**src/rtl/sdram_arb_pkg.sv**
```systemverilog
// rtl/sdram_arb_pkg.sv - shared types and helpers for the SDRAM channel arbiter
package sdram_arb_pkg;

    typedef enum logic [1:0] {
        RESYNC = 2'd0,
        IDLE   = 2'd1,
        BUSY   = 2'd2
    } arb_state_t;

    function automatic int idx_bits(input int n);
        return (n > 1) ? $clog2(n) : 1;
    endfunction

endpackage

```
**src/rtl/sdram_arbiter_if.sv**
```systemverilog
// rtl/sdram_arbiter_if.sv - client-side and memory-side toggle req/ack bundle of the arbiter
interface sdram_arbiter_if #(
    parameter int NUM_CLIENTS = 4,
    parameter int ADDR_BITS   = 24,
    parameter int DATA_BITS   = 16
);
    logic [NUM_CLIENTS-1:0]                cl_req;
    logic [NUM_CLIENTS-1:0]                cl_ack;
    logic [NUM_CLIENTS-1:0]                cl_we;
    logic [NUM_CLIENTS-1:0][ADDR_BITS-1:0] cl_address;
    logic [NUM_CLIENTS-1:0][DATA_BITS-1:0] cl_data_write;
    logic [NUM_CLIENTS-1:0][DATA_BITS-1:0] cl_data_read;
    logic                                  mem_req;
    logic                                  mem_ack;
    logic                                  mem_we;
    logic [ADDR_BITS-1:0]                  mem_address;
    logic [DATA_BITS-1:0]                  mem_data_write;
    logic [DATA_BITS-1:0]                  mem_data_read;

    // master: the clients plus the downstream controller; slave: the arbiter
    modport master (
        output cl_req, cl_we, cl_address, cl_data_write, mem_ack, mem_data_read,
        input  cl_ack, cl_data_read, mem_req, mem_we, mem_address, mem_data_write
    );

    modport slave (
        input  cl_req, cl_we, cl_address, cl_data_write, mem_ack, mem_data_read,
        output cl_ack, cl_data_read, mem_req, mem_we, mem_address, mem_data_write
    );
endinterface

```
**src/rtl/sdram_arb_rr.sv**
```systemverilog
// rtl/sdram_arb_rr.sv - round-robin picker; SDRAM_ARBITER_PRIORITY_EN gives client 0 fixed top priority
module sdram_arb_rr
    import sdram_arb_pkg::*;
#(
    parameter  int NUM_CLIENTS = 4,
    localparam int IW          = idx_bits(NUM_CLIENTS)
) (
    input  logic [NUM_CLIENTS-1:0] pending,
    input  logic [IW-1:0]          last,
    output logic                   valid,
    output logic [IW-1:0]          winner
);

    logic [NUM_CLIENTS-1:0] cand;
    logic [IW-1:0]          idx;

    always_comb begin
        cand   = pending;
`ifdef SDRAM_ARBITER_PRIORITY_EN
        cand[0] = 1'b0;
`endif
        valid  = 1'b0;
        winner = '0;
        idx    = '0;
        // Scan last+1 .. last+N so the most recently served client is checked last
        for (int k = 1; k <= NUM_CLIENTS; k++) begin
            idx = IW'((int'(last) + k) % NUM_CLIENTS);
            if (!valid && cand[idx]) begin
                valid  = 1'b1;
                winner = idx;
            end
        end
`ifdef SDRAM_ARBITER_PRIORITY_EN
        if (pending[0]) begin
            valid  = 1'b1;
            winner = '0;
        end
`endif
    end

endmodule

```
**src/rtl/sdram_arbiter.sv**
```systemverilog
// rtl/sdram_arbiter.sv - shares one sdram toggle req/ack channel among NUM_CLIENTS; option SDRAM_ARBITER_PRIORITY_EN
module sdram_arbiter
    import sdram_arb_pkg::*;
#(
    parameter  int NUM_CLIENTS = 4,
    parameter  int ADDR_BITS   = 24,
    parameter  int DATA_BITS   = 16,
    localparam int IW          = idx_bits(NUM_CLIENTS)
) (
    input  logic            clk,
    input  logic            reset,
    sdram_arbiter_if.slave  bus
);

    localparam logic [1:0] ST_RESYNC = RESYNC;
    localparam logic [1:0] ST_IDLE   = IDLE;
    localparam logic [1:0] ST_BUSY   = BUSY;

    logic [1:0]                            state;
    logic [IW-1:0]                         last;
    logic [IW-1:0]                         grant;
    logic [NUM_CLIENTS-1:0]                cl_ack_q;
    logic [NUM_CLIENTS-1:0][DATA_BITS-1:0] cl_data_read_q;
    logic                                  mem_req_q;
    logic                                  mem_we_q;
    logic [ADDR_BITS-1:0]                  mem_address_q;
    logic [DATA_BITS-1:0]                  mem_data_write_q;

    logic [NUM_CLIENTS-1:0] pending;
    logic                   pick_valid;
    logic [IW-1:0]          pick_winner;

    assign pending = bus.cl_req ^ cl_ack_q;

    sdram_arb_rr #(
        .NUM_CLIENTS (NUM_CLIENTS)
    ) u_rr (
        .pending (pending),
        .last    (last),
        .valid   (pick_valid),
        .winner  (pick_winner)
    );

    always_ff @(posedge clk or posedge reset) begin
        if (reset) begin
            state            <= ST_RESYNC;
            last             <= IW'(NUM_CLIENTS - 1);
            grant            <= '0;
            cl_ack_q         <= '0;
            cl_data_read_q   <= '0;
            mem_req_q        <= 1'b0;
            mem_we_q         <= 1'b0;
            mem_address_q    <= '0;
            mem_data_write_q <= '0;
        end else begin
            case (state)
                // Downstream may still hold an ack from before reset; adopt it as the idle level
                ST_RESYNC: begin
                    mem_req_q <= bus.mem_ack;
                    state     <= ST_IDLE;
                end
                ST_IDLE: begin
                    if (pick_valid) begin
                        grant            <= pick_winner;
                        mem_we_q         <= bus.cl_we[pick_winner];
                        mem_address_q    <= bus.cl_address[pick_winner];
                        mem_data_write_q <= bus.cl_data_write[pick_winner];
                        mem_req_q        <= ~mem_req_q;
                        state            <= ST_BUSY;
                    end
                end
                ST_BUSY: begin
                    if (bus.mem_ack == mem_req_q) begin
                        if (!mem_we_q) begin
                            cl_data_read_q[grant] <= bus.mem_data_read;
                        end
                        cl_ack_q[grant] <= ~cl_ack_q[grant];
`ifdef SDRAM_ARBITER_PRIORITY_EN
                        if (grant != '0) begin
                            last <= grant;
                        end
`else
                        last <= grant;
`endif
                        state <= ST_IDLE;
                    end
                end
                default: state <= ST_RESYNC;
            endcase
        end
    end

    assign bus.cl_ack         = cl_ack_q;
    assign bus.cl_data_read   = cl_data_read_q;
    assign bus.mem_req        = mem_req_q;
    assign bus.mem_we         = mem_we_q;
    assign bus.mem_address    = mem_address_q;
    assign bus.mem_data_write = mem_data_write_q;

endmodule

```
**src/flat_wrapper.sv**
```systemverilog
// flat-port wrapper written by rule: the top's interface ports become plain ports
module sdram_arbiter_flat import sdram_arb_pkg::*;
#(
    parameter  int NUM_CLIENTS = 4,
    parameter  int ADDR_BITS   = 24,
    parameter  int DATA_BITS   = 16,
    localparam int IW          = idx_bits(NUM_CLIENTS)
)
  (clk, reset, bus_cl_req, bus_cl_we, bus_cl_address, bus_cl_data_write, bus_mem_ack, bus_mem_data_read, bus_cl_ack, bus_cl_data_read, bus_mem_req, bus_mem_we, bus_mem_address, bus_mem_data_write);
  sdram_arbiter_if #(.NUM_CLIENTS(NUM_CLIENTS), .ADDR_BITS(ADDR_BITS), .DATA_BITS(DATA_BITS)) bus_i ();
  input  logic clk;
  input  logic reset;
  input wire logic [$bits(bus_i.cl_req)-1:0] bus_cl_req;
  input wire logic [$bits(bus_i.cl_we)-1:0] bus_cl_we;
  input wire logic [$bits(bus_i.cl_address)-1:0] bus_cl_address;
  input wire logic [$bits(bus_i.cl_data_write)-1:0] bus_cl_data_write;
  input wire logic [$bits(bus_i.mem_ack)-1:0] bus_mem_ack;
  input wire logic [$bits(bus_i.mem_data_read)-1:0] bus_mem_data_read;
  output wire logic [$bits(bus_i.cl_ack)-1:0] bus_cl_ack;
  output wire logic [$bits(bus_i.cl_data_read)-1:0] bus_cl_data_read;
  output wire logic [$bits(bus_i.mem_req)-1:0] bus_mem_req;
  output wire logic [$bits(bus_i.mem_we)-1:0] bus_mem_we;
  output wire logic [$bits(bus_i.mem_address)-1:0] bus_mem_address;
  output wire logic [$bits(bus_i.mem_data_write)-1:0] bus_mem_data_write;
  assign bus_i.cl_req = bus_cl_req;
  assign bus_i.cl_we = bus_cl_we;
  assign bus_i.cl_address = bus_cl_address;
  assign bus_i.cl_data_write = bus_cl_data_write;
  assign bus_i.mem_ack = bus_mem_ack;
  assign bus_i.mem_data_read = bus_mem_data_read;
  assign bus_cl_ack = bus_i.cl_ack;
  assign bus_cl_data_read = bus_i.cl_data_read;
  assign bus_mem_req = bus_i.mem_req;
  assign bus_mem_we = bus_i.mem_we;
  assign bus_mem_address = bus_i.mem_address;
  assign bus_mem_data_write = bus_i.mem_data_write;
  sdram_arbiter #(.NUM_CLIENTS(NUM_CLIENTS), .ADDR_BITS(ADDR_BITS), .DATA_BITS(DATA_BITS)) u_core (.clk(clk), .reset(reset), .bus(bus_i));
endmodule
```
**config.mk**
```make
export PLATFORM = sky130hd
export DESIGN_NAME = sdram_arbiter_flat
export DESIGN_NICKNAME = d
export VERILOG_FILES = /design/src/rtl/sdram_arb_pkg.sv /design/src/rtl/sdram_arbiter_if.sv /design/src/rtl/sdram_arb_rr.sv /design/src/rtl/sdram_arbiter.sv /design/src/flat_wrapper.sv
export SDC_FILE = /design/constraint.sdc
export NUM_CORES = 1
export LEC_CHECK = 0
export CAP_MARGIN = 10
export CORE_MARGIN = 2
export CORE_UTILIZATION = 40
export CTS_CLUSTER_SIZE = 16
export DETAILED_ROUTE_END_ITERATION = 10
export GPL_TIMING_DRIVEN = 0
export PLACE_DENSITY = 0.79
export SYNTH_ARGS = -nofsm -noshare
export SYNTH_HDL_FRONTEND = slang
export SYNTH_SLANG_ARGS = --single-unit
```
**constraint.sdc**
```tcl
create_clock -name clk -period 6.5 [get_ports clk]
set_input_delay 0.975 -clock clk [delete_from_list [all_inputs] [get_ports clk]]
set_output_delay 0.975 -clock clk [all_outputs]
set_load 0.1 [all_outputs]
```
Yosys cells after proc, flatten, opt, wreduce, memory -nomap -nowiden. Cells that the tools add are included.

Output and inout port bits: 110. Bits of input ports: 187. Logic and storage cells: 81. Register bits: 116.

Equal/unequal tests: 5. Bitwise logic cells: 4. Reduce and logical (&&, ||, !) cells: 14. Add/sub/neg operators: 4. Multiplexer cells: 35. Magnitude comparators: 7.

Operator list (number): $bwmux 64 (1); $bmux 24 s2 (1); $bmux 16 s2 (1); $demux 16 s2 (1); $mux 16 (2); $mux 24 (1); $lt 2x3->1 const B (6); $bmux 1 s2 (6); $mux 1 (12); $mux 2 (6); $reduce_and 2->1 (4); $pmux 2 s3 (1); $add 2x1->2 const B (2); $add 2x2->2 const B (2); $bwmux 4 (1); $logic_and 1x1->1 (4); $ne 2x1->1 const B (2); $xor 4x4->4 (1); $logic_not 1->1 (3); $not 1->1 (3); $reduce_and 3->1 (1); $demux 1 s2 (1); $eq 2x1->1 const B (1); $eq 2x2->1 const B (1); 5 further kinds (5).

Depth between registers and ports, before layout.
Word-level depth: 15. Gate-level depth with buffers: 8. Mapped depth without buffers: 5.

Hierarchy. A second synthesis with hierarchy kept.

Cells, all modules: 334. Area total of the unflattened synthesis: 5519.0 µm².

By module, submodules not included: sdram_arbiter (seq. area each 2905.3 µm², times used 1, cells each 320, area an instance 5427.7 µm²); sdram_arb_rr (seq. area each 0.0 µm², times used 1, cells each 14, area an instance 91.3 µm²).

Worst setup path after synthesis. Ideal clock, no wire load.

Kind: register to register. Start: register u_core.cl_ack_q[1], in the netlist u_core.bus.cl_ack[1]. End: register u_core.mem_address_q[0], in the netlist u_core.bus.mem_address[0]. Path buffers: 3. Setup time: 132 ps. Slack: 3884 ps. Data required time: 6368 ps. Data arrival time: 2484 ps. Cell stages (with the launch flop): 9. Clock period less this slack: 2616 ps. Path through: dfrtp_1 > xor2_1 > or4b_1 > buf_4 > nand3b_4 > or3_1 > buf_2 > buf_6 > o221ai_2.

Word-level cells in the longest chain between the ends: 15. Elaborated cells between the ends (all ways): 26. Classes of those cells: mux (18); bitwise (1); reduce/logical (7).

RTL lines: start: declaration (RTL line sdram_arbiter.sv:22) `logic [NUM_CLIENTS-1:0] cl_ack_q;`; start signal: indexed assignment (RTL line sdram_arbiter.sv:77) `cl_ack_q[grant] <= ~cl_ack_q[grant];`; $xor 4x4->4 * (RTL line sdram_arbiter.sv:33) `assign pending = bus.cl_req ^ cl_ack_q;`; $bmux 1 s2 (RTL line sdram_arb_rr.sv:28) `if (!valid && cand[idx]) begin`; $mux 1 (implied by the code) (RTL line sdram_arb_rr.sv:28); $mux 1 (RTL line sdram_arb_rr.sv:28); $logic_not 1->1 (RTL line sdram_arb_rr.sv:28); $logic_and 1x1->1 (RTL line sdram_arb_rr.sv:28); $mux 1 (RTL line sdram_arb_rr.sv:28); $logic_not 1->1 (RTL line sdram_arb_rr.sv:28); $logic_and 1x1->1 (RTL line sdram_arb_rr.sv:28); $mux 1 (RTL line sdram_arb_rr.sv:28); $logic_not 1->1 (RTL line sdram_arb_rr.sv:28); $logic_and 1x1->1 (RTL line sdram_arb_rr.sv:28); $mux 2 (RTL line sdram_arb_rr.sv:28); $bmux 24 s2 (RTL line sdram_arbiter.sv:66) `mem_address_q <= bus.cl_address[pick_winner];`; $mux 24 (implied by the code) (RTL line sdram_arbiter.sv:66); end signal: assignment (RTL line sdram_arbiter.sv:66); end: declaration (RTL line sdram_arbiter.sv:26) `logic [ADDR_BITS-1:0] mem_address_q;`.

Mark *: on every way between the ends. The rest lies on a longest branch, timed or not. The select of a mux whose other input is x is not followed. A chain may end at the register's enable or synchronous reset.

Worst setup path in the final report.
Start: input port bus_mem_ack. End: register u_core.cl_data_read_q, in the netlist u_core.bus.cl_data_read[49].

Word-level cells in the longest chain between the ends: 2.

RTL lines: start: declaration (RTL line flat_wrapper.sv:17) `input wire logic [$bits(bus_i.mem_ack)-1:0] bus_mem_ack;`; $eq 1x1->1 (RTL line sdram_arbiter.sv:73) `if (bus.mem_ack == mem_req_q) begin`; $reduce_and 3->1 (no line); end signal: indexed assignment (RTL line sdram_arbiter.sv:75) `cl_data_read_q[grant] <= bus.mem_data_read;`; end: declaration (RTL line sdram_arbiter.sv:23) `logic [NUM_CLIENTS-1:0][DATA_BITS-1:0] cl_data_read_q;`.

No other way between the ends.

==> summary.txt <==
Setup path
  • R2R cell count: 5
  • CP top delay family: simple AND/OR/NAND/NOR gates
  • Buf+Inv Stages, Crit Path: 2
  • Critical path depth: 6
  • Kind of critical path: in2reg
  • Slowest cell on crit path: nor3_2
  • Critical Path AT: between 3 and 4 ns
  • FF-to-FF setup slack: slightly below 4 ns
  • Startpoint Class: input port
  • Worst endpoint required time: about 6.8 ns
  • Crit Path Max Fanout: 10
  • Worst setup EP type: flop
  • CP max stage delay: 0.61 ns
  • Cell Chain, Critical Path: clkdlybuf4s50_1 > xnor2_1 > nand3_1 > nor3_2 > buf_2 > mux2_2

Synth
  • YS warnings: 0
  • Distinct cell type count after synthesis: 36
  • Top area cells in the synthesized netlist: dfrtp_1, mux2i_1, mux2_2
  • Main flop type after synthesis: dfrtp_1
  • Synthesized flop and latch total: 116
  • Dominant cell by count in the synthesized netlist: dfrtp_1
  • Async S/R FF share, synth: 100%
  • Yosys top cell area share: a little under 50%
  • Post-Syn Instances: between 400 and 500
  • Post-Syn Area: between 5000 and 6000 sq um
  • Net count after synthesis: around 610
  • Post-synth EDFFs: 0
  • Sequential fraction of the synthesis area: around 50%
  • Commonest cells post-synth: dfrtp_1, mux2i_1, mux2_2
  • Synth area leader: dfrtp_1
  • Post-synthesis average cell area: between 10 and 15 sq um

Timing
  • RSZ-0062 raised after global routing: no
  • Final Setup Violations: 0
  • Fmax achieved: between 300 and 400 MHz
  • Worst-margin pin slew: 1.07 ns
  • Clock Skew: approximately 0.012 ns
  • Setup TNS: 0 ns
  • Slew Limit Headroom: 28.8%
  • Setup ws final: roughly 3.4 ns
  • Final period util: slightly below 50%
  • Tmin final: roughly 3.1 ns
  • Final-report max-slew violation count: 0
  • Hold Fails Final Rpt: 0

CTS
  • Clock tree from TritonCTS: built
  • Clk sink count: roughly 120
  • Num CTS Buffers: 17
  • PostCTS Resize Cnt: 0
  • Worst-Skew Late Latency: about 0.42 ns
  • Cts hold-fix bufs: 0
  • H-tree levels: 4
  • Setup Buffers After CTS: 0
  • Clock buffer depth: 2
  • Worst-path clk slew: 0.05 ns
  • Root Driver: clkbuf_16

Global routing
  • GRT overflow: 0
  • Largest net degree at the start of global routing: 77
  • Initial antenna violation count: 0
  • First-pass GRT wire length: 26.9 mm
  • Gr usage total: 23.4%
  • Vias in the first global route: about 5,100

Drt
  • First-pass DRT Iterations: 4
  • Antenna Violating Nets Remaining: 0
  • Drt drc: 0
  • Initial DRC Count: roughly 140
  • Vias: roughly 4,700
  • Post-Route WL: around 18 mm
  • Vias per inst: between 5 and 6
  • DR WL/cell: between 15 and 20 microns

Layout
  • Multi-input logic area: 2690 sq um
  • Layout cells sized above 1: approximately 22%
  • Layout fillers: 1,031
  • Area grow syn2layout: 66.2%
  • Register area: 2910 sq um
  • Final Net Count: 929
  • Diode count: 0

Floorplan
  • Core Area: roughly 14,000 sq um
  • Die Ht: about 120 microns
  • # IOs: approximately 300
  • Die ar.: between 15,000 and 20,000 sq um
  • Die W: roughly 120 microns
  • Initial Util: approximately two fifths
  • Row count: 43

Place
  • Post-DP HPWL: roughly 14 mm
  • IO buf count: just under 300
  • Pre-CTS WS: ~2.9 ns
  • Final Wtd Congestion: a little under 0.8

Status
  • Status: complete, no violations

Job
  • Maxcap violations: 0

Worst hold path
  • WHS Path Cells: 2
  • Hold WC Path Type: reg2reg
kinds of logic after synthesis:
| family | synth area share (%) |
|---|---|
| flip-flops | 50.3 |
| buffers and inverters | 3.14 |
| XOR/XNOR | 1.65 |
| AO/OA/AOI/OAI | 12.1 |
| AND/OR/NAND/NOR | 5.33 |
| multiplexers | 27.4 |
sequential cells by signal, summed over array words and instances, names as in the netlist:
register and count:
u_core.last 2, u_core.bus.cl_data_read 64, u_core.bus.mem_address 24, u_core.state 2
u_core.bus.mem_data_write 16, u_core.bus.mem_req 1, u_core.bus.cl_ack 4, u_core.grant 2
u_core.bus.mem_we 1
cells in the final DEF (no fill, tap or decap), types with 6 or more instances in the layout:
master	synthesis	routed
nor2_1	8	8
mux2_2	67	67
o221ai_2	40	40
buf_2	13	13
xor2_1	6	6
dfrtp_1	114	114
clkbuf_1	6	9
nand2_1	47	47
clkdlybuf4s50_1	0	296
clkbuf_16	0	17
mux2i_1	83	83
stage by stage:
stage | area [sq um] | cells | hold slack, ns | utilization, %
5_1_grt | 9600 | 934 | 0.505 | 68.6
3_3_place_gp | 8960 | 902 | 0.470 | 64.1
3_5_place_dp | 8990 | 903 | 0.479 | 64.3
4_1_cts | 9600 | 934 | 0.490 | 68.6
2_1_floorplan | 5780 | 426 | 0.542 | -
6_report | 9600 | 934 | 0.482 | 68.6
path summary, 6_finish.rpt:
check / start / end
max in group asynchronous: reset / u_core.last[0]$_DFFE_PP1P_
hold reg to reg: u_core.bus.mem_address[11]$_DFFE_PP0P_ / u_core.bus.mem_address[11]$_DFFE_PP0P_
min in group asynchronous: reset / u_core.bus.mem_data_write[10]$_DFFE_PP0P_
setup / recovery: bus_mem_ack / u_core.bus.cl_data_read[49]$_DFFE_PP0P_
hold / removal: u_core.bus.mem_address[11]$_DFFE_PP0P_ / u_core.bus.mem_address[11]$_DFFE_PP0P_
setup reg to reg: u_core.bus.mem_req$_DFFE_PP0P_ / u_core.bus.cl_data_read[49]$_DFFE_PP0P_
cell type report:
type / instances / share of cell area [%]
Inverter: 2 / 0.104
Sequential cell: 116 / 30.3
Clock buffer: 23 / 4.98
Multi-Input combinational cell: 279 / 28.0
Clock inverter: 8 / 1.30
Tap cell: 180 / 2.35
Buffer: 29 / 1.81
Timing Repair Buffer: 297 / 31.2
per-layer routing:
metal	part of all wire [%]	wire length, microns	vias to the layer above	track usage, %
li1	-	-	2211	-
met1	36	6440	2293	23.5
met2	51	9200	195	41.9
met3	11	1980	35	9.89
met4	2.9	517	0	10.3
met5	0	0	-	0
worst register-to-register path, delay by kind of cell, from the launching register on:
family / cells / cell delay, ns
muxes: 1 / 0.39
DFF: 1 / 0.41
buffers and inverters: 1 / 0.41
xor gates and xnor gates: 1 / 0.28
and+or+nand+nor: 2 / 0.95
Power is left out: the tool's default activity adds up to more than one toggle a clock period on the data nets, which glitch-free logic cannot reach.
